File: src/rtl/fft_result_viewer.sv
// rtl/fft_result_viewer.sv - FFT result store viewer; optional auto-step via FFT_VIEWER_AUTOSCAN_EN
// Steps the Inspect address with debounced buttons, captures Result after READ_LATENCY and scans it as hex.
module fft_result_viewer #(
  parameter int REFRESH_DIV     = 50000,
  parameter int DEBOUNCE_CYCLES = 100000,
  parameter int READ_LATENCY    = 2
`ifdef FFT_VIEWER_AUTOSCAN_EN
  , parameter int AUTOSCAN_PERIOD = 25000000
`endif
) (
  input  logic        Clk,
  input  logic        Reset,
  input  logic        ActivateSSD,
  input  logic        Ready,
  input  logic [15:0] Result,
  input  logic        BtnNext,
  input  logic        BtnPrev,
  output logic [7:0]  Inspect,
  output logic [3:0]  Anode,
  output logic [6:0]  Segments,
  output logic        Dp,
  output logic        Valid
);

  localparam logic [15:0] REFRESH_LAST  = 16'(REFRESH_DIV - 1);
  localparam logic [19:0] DEBOUNCE_LAST = 20'(DEBOUNCE_CYCLES - 1);
  localparam logic [2:0]  LAT_LOAD      = 3'(READ_LATENCY - 1);

  typedef enum logic [1:0] {ST_OFF, ST_REQ, ST_SHOW} state_t;

  state_t      state;
  logic [2:0]  lat_cnt;
  logic [15:0] disp;
  logic [15:0] refresh_cnt;
  logic [1:0]  slot;

  logic [1:0]  sync1, sync2, accepted;
  logic [19:0] db_cnt [2];
  logic [1:0]  btn_step;

  logic        do_step;
  logic [7:0]  step_addr;
  logic        capture;
  logic [15:0] disp_nxt;
  logic [15:0] refresh_nxt;
  logic [1:0]  slot_nxt;
  logic        auto_fire;

  function automatic logic [6:0] hex7(input logic [3:0] nib);
    case (nib)
      4'h0:    hex7 = 7'b1000000;
      4'h1:    hex7 = 7'b1111001;
      4'h2:    hex7 = 7'b0100100;
      4'h3:    hex7 = 7'b0110000;
      4'h4:    hex7 = 7'b0011001;
      4'h5:    hex7 = 7'b0010010;
      4'h6:    hex7 = 7'b0000010;
      4'h7:    hex7 = 7'b1111000;
      4'h8:    hex7 = 7'b0000000;
      4'h9:    hex7 = 7'b0010000;
      4'hA:    hex7 = 7'b0001000;
      4'hB:    hex7 = 7'b0000011;
      4'hC:    hex7 = 7'b1000110;
      4'hD:    hex7 = 7'b0100001;
      4'hE:    hex7 = 7'b0000110;
      default: hex7 = 7'b0001110;
    endcase
  endfunction

  // bit 0 = Next, bit 1 = Prev; a step pulse fires on the cycle a high level is accepted
  always_ff @(posedge Clk) begin
    if (Reset) begin
      sync1     <= 2'b00;
      sync2     <= 2'b00;
      accepted  <= 2'b00;
      btn_step  <= 2'b00;
      db_cnt[0] <= '0;
      db_cnt[1] <= '0;
    end else begin
      sync1 <= {BtnPrev, BtnNext};
      sync2 <= sync1;
      for (int i = 0; i < 2; i++) begin
        btn_step[i] <= 1'b0;
        if (sync2[i] == accepted[i]) begin
          db_cnt[i] <= '0;
        end else if (db_cnt[i] == DEBOUNCE_LAST) begin
          db_cnt[i]   <= '0;
          accepted[i] <= sync2[i];
          btn_step[i] <= sync2[i];
        end else begin
          db_cnt[i] <= db_cnt[i] + 20'd1;
        end
      end
    end
  end

  always_comb begin
    do_step   = btn_step[0] ^ btn_step[1];
    step_addr = btn_step[0] ? Inspect + 8'd1 : Inspect - 8'd1;
    capture   = (state == ST_REQ) && !do_step && (lat_cnt == 3'd0);
    disp_nxt  = capture ? Result : disp;
  end

  // OFF parks the scan so the first lit digit after enabling is always digit 0
  always_comb begin
    refresh_nxt = refresh_cnt + 16'd1;
    slot_nxt    = slot;
    if (state == ST_OFF) begin
      refresh_nxt = '0;
      slot_nxt    = 2'd0;
    end else if (refresh_cnt == REFRESH_LAST) begin
      refresh_nxt = '0;
      slot_nxt    = slot + 2'd1;
    end
  end

`ifdef FFT_VIEWER_AUTOSCAN_EN
  localparam int AW = $clog2(AUTOSCAN_PERIOD + 1);
  localparam logic [AW-1:0] AUTO_LAST = AW'(AUTOSCAN_PERIOD - 1);

  logic [AW-1:0] auto_cnt;

  assign auto_fire = (state == ST_SHOW) && (btn_step == 2'b00) && (auto_cnt == AUTO_LAST);

  always_ff @(posedge Clk) begin
    if (Reset || state != ST_SHOW || btn_step != 2'b00 || auto_fire) begin
      auto_cnt <= '0;
    end else begin
      auto_cnt <= auto_cnt + 1'b1;
    end
  end
`else
  assign auto_fire = 1'b0;
`endif

  always_ff @(posedge Clk) begin
    if (Reset) begin
      state       <= ST_OFF;
      Inspect     <= 8'd0;
      lat_cnt     <= 3'd0;
      disp        <= 16'd0;
      refresh_cnt <= 16'd0;
      slot        <= 2'd0;
      Anode       <= 4'b1111;
      Segments    <= 7'b1111111;
      Dp          <= 1'b1;
      Valid       <= 1'b0;
    end else if (!ActivateSSD) begin
      // any outstanding read is dropped; disp keeps the last good capture
      state       <= ST_OFF;
      lat_cnt     <= 3'd0;
      refresh_cnt <= 16'd0;
      slot        <= 2'd0;
      Anode       <= 4'b1111;
      Segments    <= 7'b1111111;
      Dp          <= 1'b1;
      Valid       <= 1'b0;
    end else begin
      refresh_cnt <= refresh_nxt;
      slot        <= slot_nxt;
      Anode       <= ~(4'b0001 << slot_nxt);
      Segments    <= hex7(disp_nxt[{slot_nxt, 2'b00} +: 4]);
      Dp          <= ~(~Ready && (slot_nxt == 2'd0));
      case (state)
        ST_OFF: begin
          state   <= ST_REQ;
          lat_cnt <= LAT_LOAD;
        end
        ST_REQ: begin
          if (do_step) begin
            Inspect <= step_addr;
            lat_cnt <= LAT_LOAD;
          end else if (capture) begin
            disp  <= Result;
            Valid <= 1'b1;
            state <= ST_SHOW;
          end else begin
            lat_cnt <= lat_cnt - 3'd1;
          end
        end
        ST_SHOW: begin
          if (do_step || auto_fire) begin
            Inspect <= do_step ? step_addr : Inspect + 8'd1;
            lat_cnt <= LAT_LOAD;
            Valid   <= 1'b0;
            state   <= ST_REQ;
          end
        end
        default: state <= ST_OFF;
      endcase
    end
  end

endmodule
File: config.mk
export PLATFORM = sky130hd
export DESIGN_NAME = fft_result_viewer
export DESIGN_NICKNAME = d
export VERILOG_FILES = /design/src/rtl/fft_result_viewer.sv
export SDC_FILE = /design/constraint.sdc
export NUM_CORES = 1
export LEC_CHECK = 0
export CORE_ASPECT_RATIO = 1.2
export CORE_MARGIN = 3
export CORE_UTILIZATION = 35
export CTS_CLUSTER_DIAMETER = 200
export DETAILED_ROUTE_END_ITERATION = 10
export PLACE_DENSITY = 0.63
export SYNTH_ARGS = -nofsm -noshare
export SYNTH_HDL_FRONTEND = slang
export SYNTH_SLANG_ARGS = --single-unit
File: constraint.sdc
create_clock -name Clk -period 3.15 [get_ports Clk]
set_clock_uncertainty 0.2 [all_clocks]
set_input_delay 0.4725 -clock Clk [delete_from_list [all_inputs] [get_ports Clk]]
set_output_delay 0.4725 -clock Clk [all_outputs]
set_load 0.05 [all_outputs]
# After elaboration in Yosys (flattened, before gate mapping)
# Memories as Yosys holds them, arrays and structs flattened. A register that Yosys moved wholly into a read port is not among the register bits.
# Cells that the tools add are included.
# totals
latch_bits,0
ff_bits,61
elab_cells,120
inputBits,22
mem_bits_ro,112
out_inout_bits,21
ram_bits,40
n_memories,2
# classes
reduce_logical,21
n_mux,46
magnitude_cmp,0
eq_ne,11
n_addsub,7
shift,2
n_mul,0
bitwise_logic,16
n_div,0
# mem_list
memory,depth,word_bits,rd,rd_ports_with_merged_regs,write_ports,line_no,source
(no name shown),16,7,1,1,0,50,case (nib)
db_cnt,2,20,2,0,2,38,logic [19:0] db_cnt [2];
# ops
op,n
20-bit 2-to-1 mux,6
20-bit by 1-bit adder with 20-bit output (second input constant),2
20-bit by 17-bit equality test with 1-bit output (second input constant),2
1-bit 2-to-1 mux,27
16-bit by 1-bit adder with 16-bit output (second input constant),1
16-bit equality test (second input constant),1
16-bit 2-to-1 mux,1
16-bit by 5-bit indexed part select with 4-bit output,1
3-bit AND reduction,4
2-bit 2-to-1 mux,5
3-bit 2-to-1 mux,3
3-bit case mux with 3 select lines,1
8-bit by 1-bit adder with 8-bit output (second input constant),1
8-bit 2-to-1 mux,1
1-bit NOT,8
8-bit by 1-bit subtractor with 8-bit output (second input constant),1
2-bit inequality test (second input constant),3
1-bit bitwise OR,6
2-bit case mux with 3 select lines,1
3-bit OR reduction,2
2-bit zero test,2
4-bit NOT,1
2-bit AND reduction,2
4-bit AND reduction,1
16 further kinds,20

# Logic depth before layout (Yosys ltp)
# Gate-level depths: netlist of the first run.
# An unclocked memory read counts as a cell.
# logic_depth
ltp_word,8
depth_mapped,13
depth_no_buf,11

# Worst setup path after synthesis of the first run
# OpenSTA, ideal clock, no wires.
# synth_path
path_type,register to register
from,reg refresh_cnt[0]
to,reg Segments[3]
n_path_buf,2
required_time_ns,2.816
setup_ns,0.134
synth_period_minus_slack_ns,3.179
stages_incl_launch_ff,13
t_arrival_ns,2.845
path_slack_ns,-0.029
cell_sequence,dfxtp_1 > ha_1 > and3_1 > buf_2 > and4_1 > mux2i_1 > buf_2 > mux4_2 > mux2i_1 > inv_1 > ha_1 > a2111oi_0 > a31oi_1
# synth_between
elab_chain_cells,4
# synth_rtl
item,line_no,source
start: declaration,34,logic [15:0] refresh_cnt;
start signal: assignment,159,refresh_cnt <= refresh_nxt;
16-bit equality test,111,end else if (refresh_cnt == REFRESH_LAST) begin
2-bit 2-to-1 mux,111,
2-bit 2-to-1 mux,108,if (state == ST_OFF) begin
16-bit by 5-bit indexed part select with 4-bit output,162,"Segments <= hex7(disp_nxt[{slot_nxt, 2'b00} +: 4]);"
end: declaration,20,"output logic [6:0] Segments,"
# Every way passes these cells.
# A chain may end at the register's enable or synchronous reset.

# Worst setup path in the final report of the first run
# layout_path
from,reg refresh_cnt[0]
to,reg Segments[0]
# The elaborated chain is that of the path after synthesis.

==> flow_summary.yaml, run 1 <==
synth:
  synth_top_area_frac: 0.250
  yosysSeqAreaShare: 0.470
  synthCells: 567
  synth.top_cells.by_area: "dfxtp_1 (25%), edfxtp_1 (22%), nor2_1 (5.8%)"
  yosysWarnings: 0
  synthFlopType: "dfxtp_1"
  synth.most_common_cell: "nor2_1"
  synthArstFlopShare: 0
  syn_area_per_cell_sq_um: 9.62
  syn_area_sq_um: 5450
  synth_common_cells: "nor2_1 (84), dfxtp_1 (68), nand2_1 (66)"
  synth-edff-count: 40
  ys_types: 50
  synth_top_area_cell: "dfxtp_1"
  ys_seq_elements: 108
grt:
  grt_pass1_wl_um: 18400
  grt_pass1_vias: 4033
  antenna_found_initial: 0
  grt_max_degree: 35
  gr-usage-all-layers: 0.132
  overflow: 0
detailed_routing:
  routed_wl_um: 10600
  drtPass1Iterations: 4
  num_vias: 4075
  vias_per_cell: 4.74
  route.detailed.drc: 0
  wl_per_cell_um: 12.4
  initialDrtViolationCount: 225
  postRouteAntennaNets: 0
setup_path:
  arrival_ns: 2.99
  crit_path_end_kind: "register"
  worstRegToRegCells: 10
  r2r_end: "Segments[0]"
  crit_fanout: 12
  r2r-start: "refresh_cnt[0]"
  cp-start-kind: "register"
  path_class: "reg -> reg"
  cp.required_ns: 3.20
  r2r_slack_ns: 0.20
clock_network:
  clk_pin_slew_ns: 0.08
  cts_root_buffer: "clkbuf_16"
  hold_buffers: 0
  cts_num_sinks: 108
  cts_buffers: 9
  clk_latency_ns: 0.36
  clockBufferDepth: 2
  ctsHtreeMaxLevel: 3
  cts_tree: "yes"
sta:
  setup_viol: 0
  tightest_slew_ns: 0.686
  finalHoldViolCount: 0
  post-route-period-util: 0.936
  grt_setup_unrepaired: "no"
  max-slew-margin-rel: 0.543
  fmax_ghz: 0.339
  min_period_ns: 2.95
  slew_viol_final: 0
  fin_ws_ns: 0.202
  setup-tns-final_ns: 0
floorplan:
  initial_core_util: 0.360
  core_sq_um: 15100
  num_rows: 49
  ios: 43
  die_w_um: 120
  dieArea_sq_um: 17100
  chipHeight_um: 143
final_layout:
  final_nets: 696
  antenna_cells: 0
  final_area_sq_um: 6600
  drive_above_1_share: 0.0793
  syn2layout_area_growth_pct: 21.0
  fin_cells: 860
power_and_ir_drop:
  combPwrFrac: 0.090
  seqPwrFrac: 0.528
  power_density_nw_per_um2: 436
  pwr-share-clk: 0.382
  switchingPower_w: 0.000734
  p_sw_frac: 0.255
  power.internal_w: 0.00215
  peakVddDrop_v: 0.000247
  power.leakage_nw: 2.37
worst_hold_path:
  hold_depth: 1
  whs_endpoint: "sync2[0]"
  hp-class: "reg -> reg"
  min-delay-start: "sync1[0]"
place:
  place_area_sq_um: 6260
  place_inst: 842
  place_hpwl_um: 7800
  io_buffers: 42
  finalWeightedCongestion: 0.833
  dp_slack_ns: 0.0390
run_status:
  status: "completed"
flow_run:
  drv_cap: 0
-- registers in the layout (all words and copies together) (netlist names) --
| register | count |
|---|---|
| btn_step | 2 |
| disp | 16 |
| state | 2 |
| Segments | 7 |
| sync2 | 2 |
| refresh_cnt | 16 |
| Dp | 1 |
| db_cnt | 40 |
| Inspect | 8 |
| lat_cnt | 3 |
| slot | 2 |
| sync1 | 2 |
| accepted | 2 |
| Valid | 1 |
| Anode | 4 |
-- power groups by stage --
stage          Clock, W  Sequential [W]  Combinational (W)
2_1_floorplan         0         0.00157           0.000148
3_3_place_gp          0         0.00155           0.000247
3_5_place_dp          0         0.00155           0.000252
4_1_cts         0.00113         0.00152           0.000253
5_1_grt         0.00118         0.00153           0.000286
6_report        0.00110         0.00152           0.000259
-- what timing repair did --
item,in CTS,in global routing
endpoints found under the setup margin,0,6
buffers inserted,0,2
gates resized for setup,0,8
-- final cells by class --
cell class,count,area (sq um)
tap,204,255
multi-input combinational,463,2930
fill,1486,8540
clock buffer,9,225
inverter,16,60.1
sequential,108,2560
clock inverter,7,55.1
timing repair buffer,53,515
-- how the worst max path moves through the flow --
stage                    from           to  slack, ns  cells after the start
2_1_floorplan  refresh_cnt[0]  Segments[3]       0.04                     12
3_3_place_gp   refresh_cnt[0]  Segments[3]       0.17                     11
3_5_place_dp   refresh_cnt[0]  Segments[3]       0.04                     11
4_1_cts        refresh_cnt[0]  Segments[3]       0.02                     11
5_1_grt        refresh_cnt[0]  Segments[3]       0.02                     11
6_report       refresh_cnt[0]  Segments[0]       0.20                     10
-- placed cells by master (no fill, tap or decap), drive strengths merged, types with 4 or more instances in the layout --
| cell type | netlist | routed |
|---|---|---|
| nand4 | 6 | 6 |
| mux4 | 6 | 6 |
| nand2b | 6 | 6 |
| nor4 | 8 | 8 |
| mux2i | 15 | 15 |
| nand3 | 27 | 27 |
| clkbuf | 14 | 9 |
| ha | 22 | 22 |
| nor2b | 7 | 7 |
| and3 | 16 | 16 |
| a21o | 4 | 4 |
| dfxtp | 68 | 68 |
| nor2 | 84 | 84 |
| nand2 | 66 | 66 |
| a21oi | 36 | 36 |
| conb | 1 | 40 |
| edfxtp | 40 | 40 |
| nor3 | 7 | 7 |
| o21ai | 12 | 12 |
| mux2 | 4 | 4 |
| or3 | 9 | 9 |
| buf | 5 | 11 |
| and4 | 4 | 4 |
| xnor2 | 26 | 26 |
| inv | 16 | 20 |
| xor2 | 30 | 30 |
| clkdlybuf4s50 | 0 | 42 |
-- worst max-delay path: stages, from the launching register on --
cell,delay (ns)
dfxtp_1,0.35
ha_1,0.19
and3_1,0.22
and4_4,0.23
mux2i_2,0.26
buf_12,0.16
mux2_2,0.37
mux2_4,0.34
or3_1,0.36
o221ai_1,0.08
nand2_1,0.07
-- per-layer routing --
metal,GRT usage,up-vias,routed length (um)
met5,0,-,0
met4,0.0543,0,197
met2,0.223,66,5240
met3,0.0349,12,427
met1,0.160,1893,4780
li1,-,2104,-
-- cells by family after synthesis --
| family | count (synthesis) | share of synthesized area |
|---|---|---|
| and+or+nand+nor | 252 | 0.221 |
| DFF | 108 | 0.470 |
| AOI/OAI and AO/OA | 67 | 0.0734 |
| xor gates and xnor gates | 56 | 0.0913 |
| buffers and inverters | 35 | 0.0282 |
| muxes | 25 | 0.0613 |
| adders and majority gates | 23 | 0.0542 |
| other | 1 | 0.000688 |
-- per-stage QoR --
step	hold WS (ns)	utilization	total power, W
after floorplan	0.213	-	0.00172
after global placement	0.223	0.414	0.00180
after detailed placement	0.226	0.414	0.00180
after CTS	0.244	0.432	0.00290
after global routing	0.260	0.436	0.00299
final	0.240	0.436	0.00288
No activity file was read; power rests on OpenSTA's default activity.
==> inputs of run 2 (changes only) <==
--- a/config.mk
+++ b/config.mk
@@ -11,6 +11,7 @@
 export CTS_CLUSTER_DIAMETER = 200
 export DETAILED_ROUTE_END_ITERATION = 10
 export PLACE_DENSITY = 0.63
+export SLEW_MARGIN = 5
 export SYNTH_ARGS = -nofsm -noshare
 export SYNTH_HDL_FRONTEND = slang
 export SYNTH_SLANG_ARGS = --single-unit
==> results of run 2 <==
No change in the layout: final DEF, timing and power equal those of run 1.
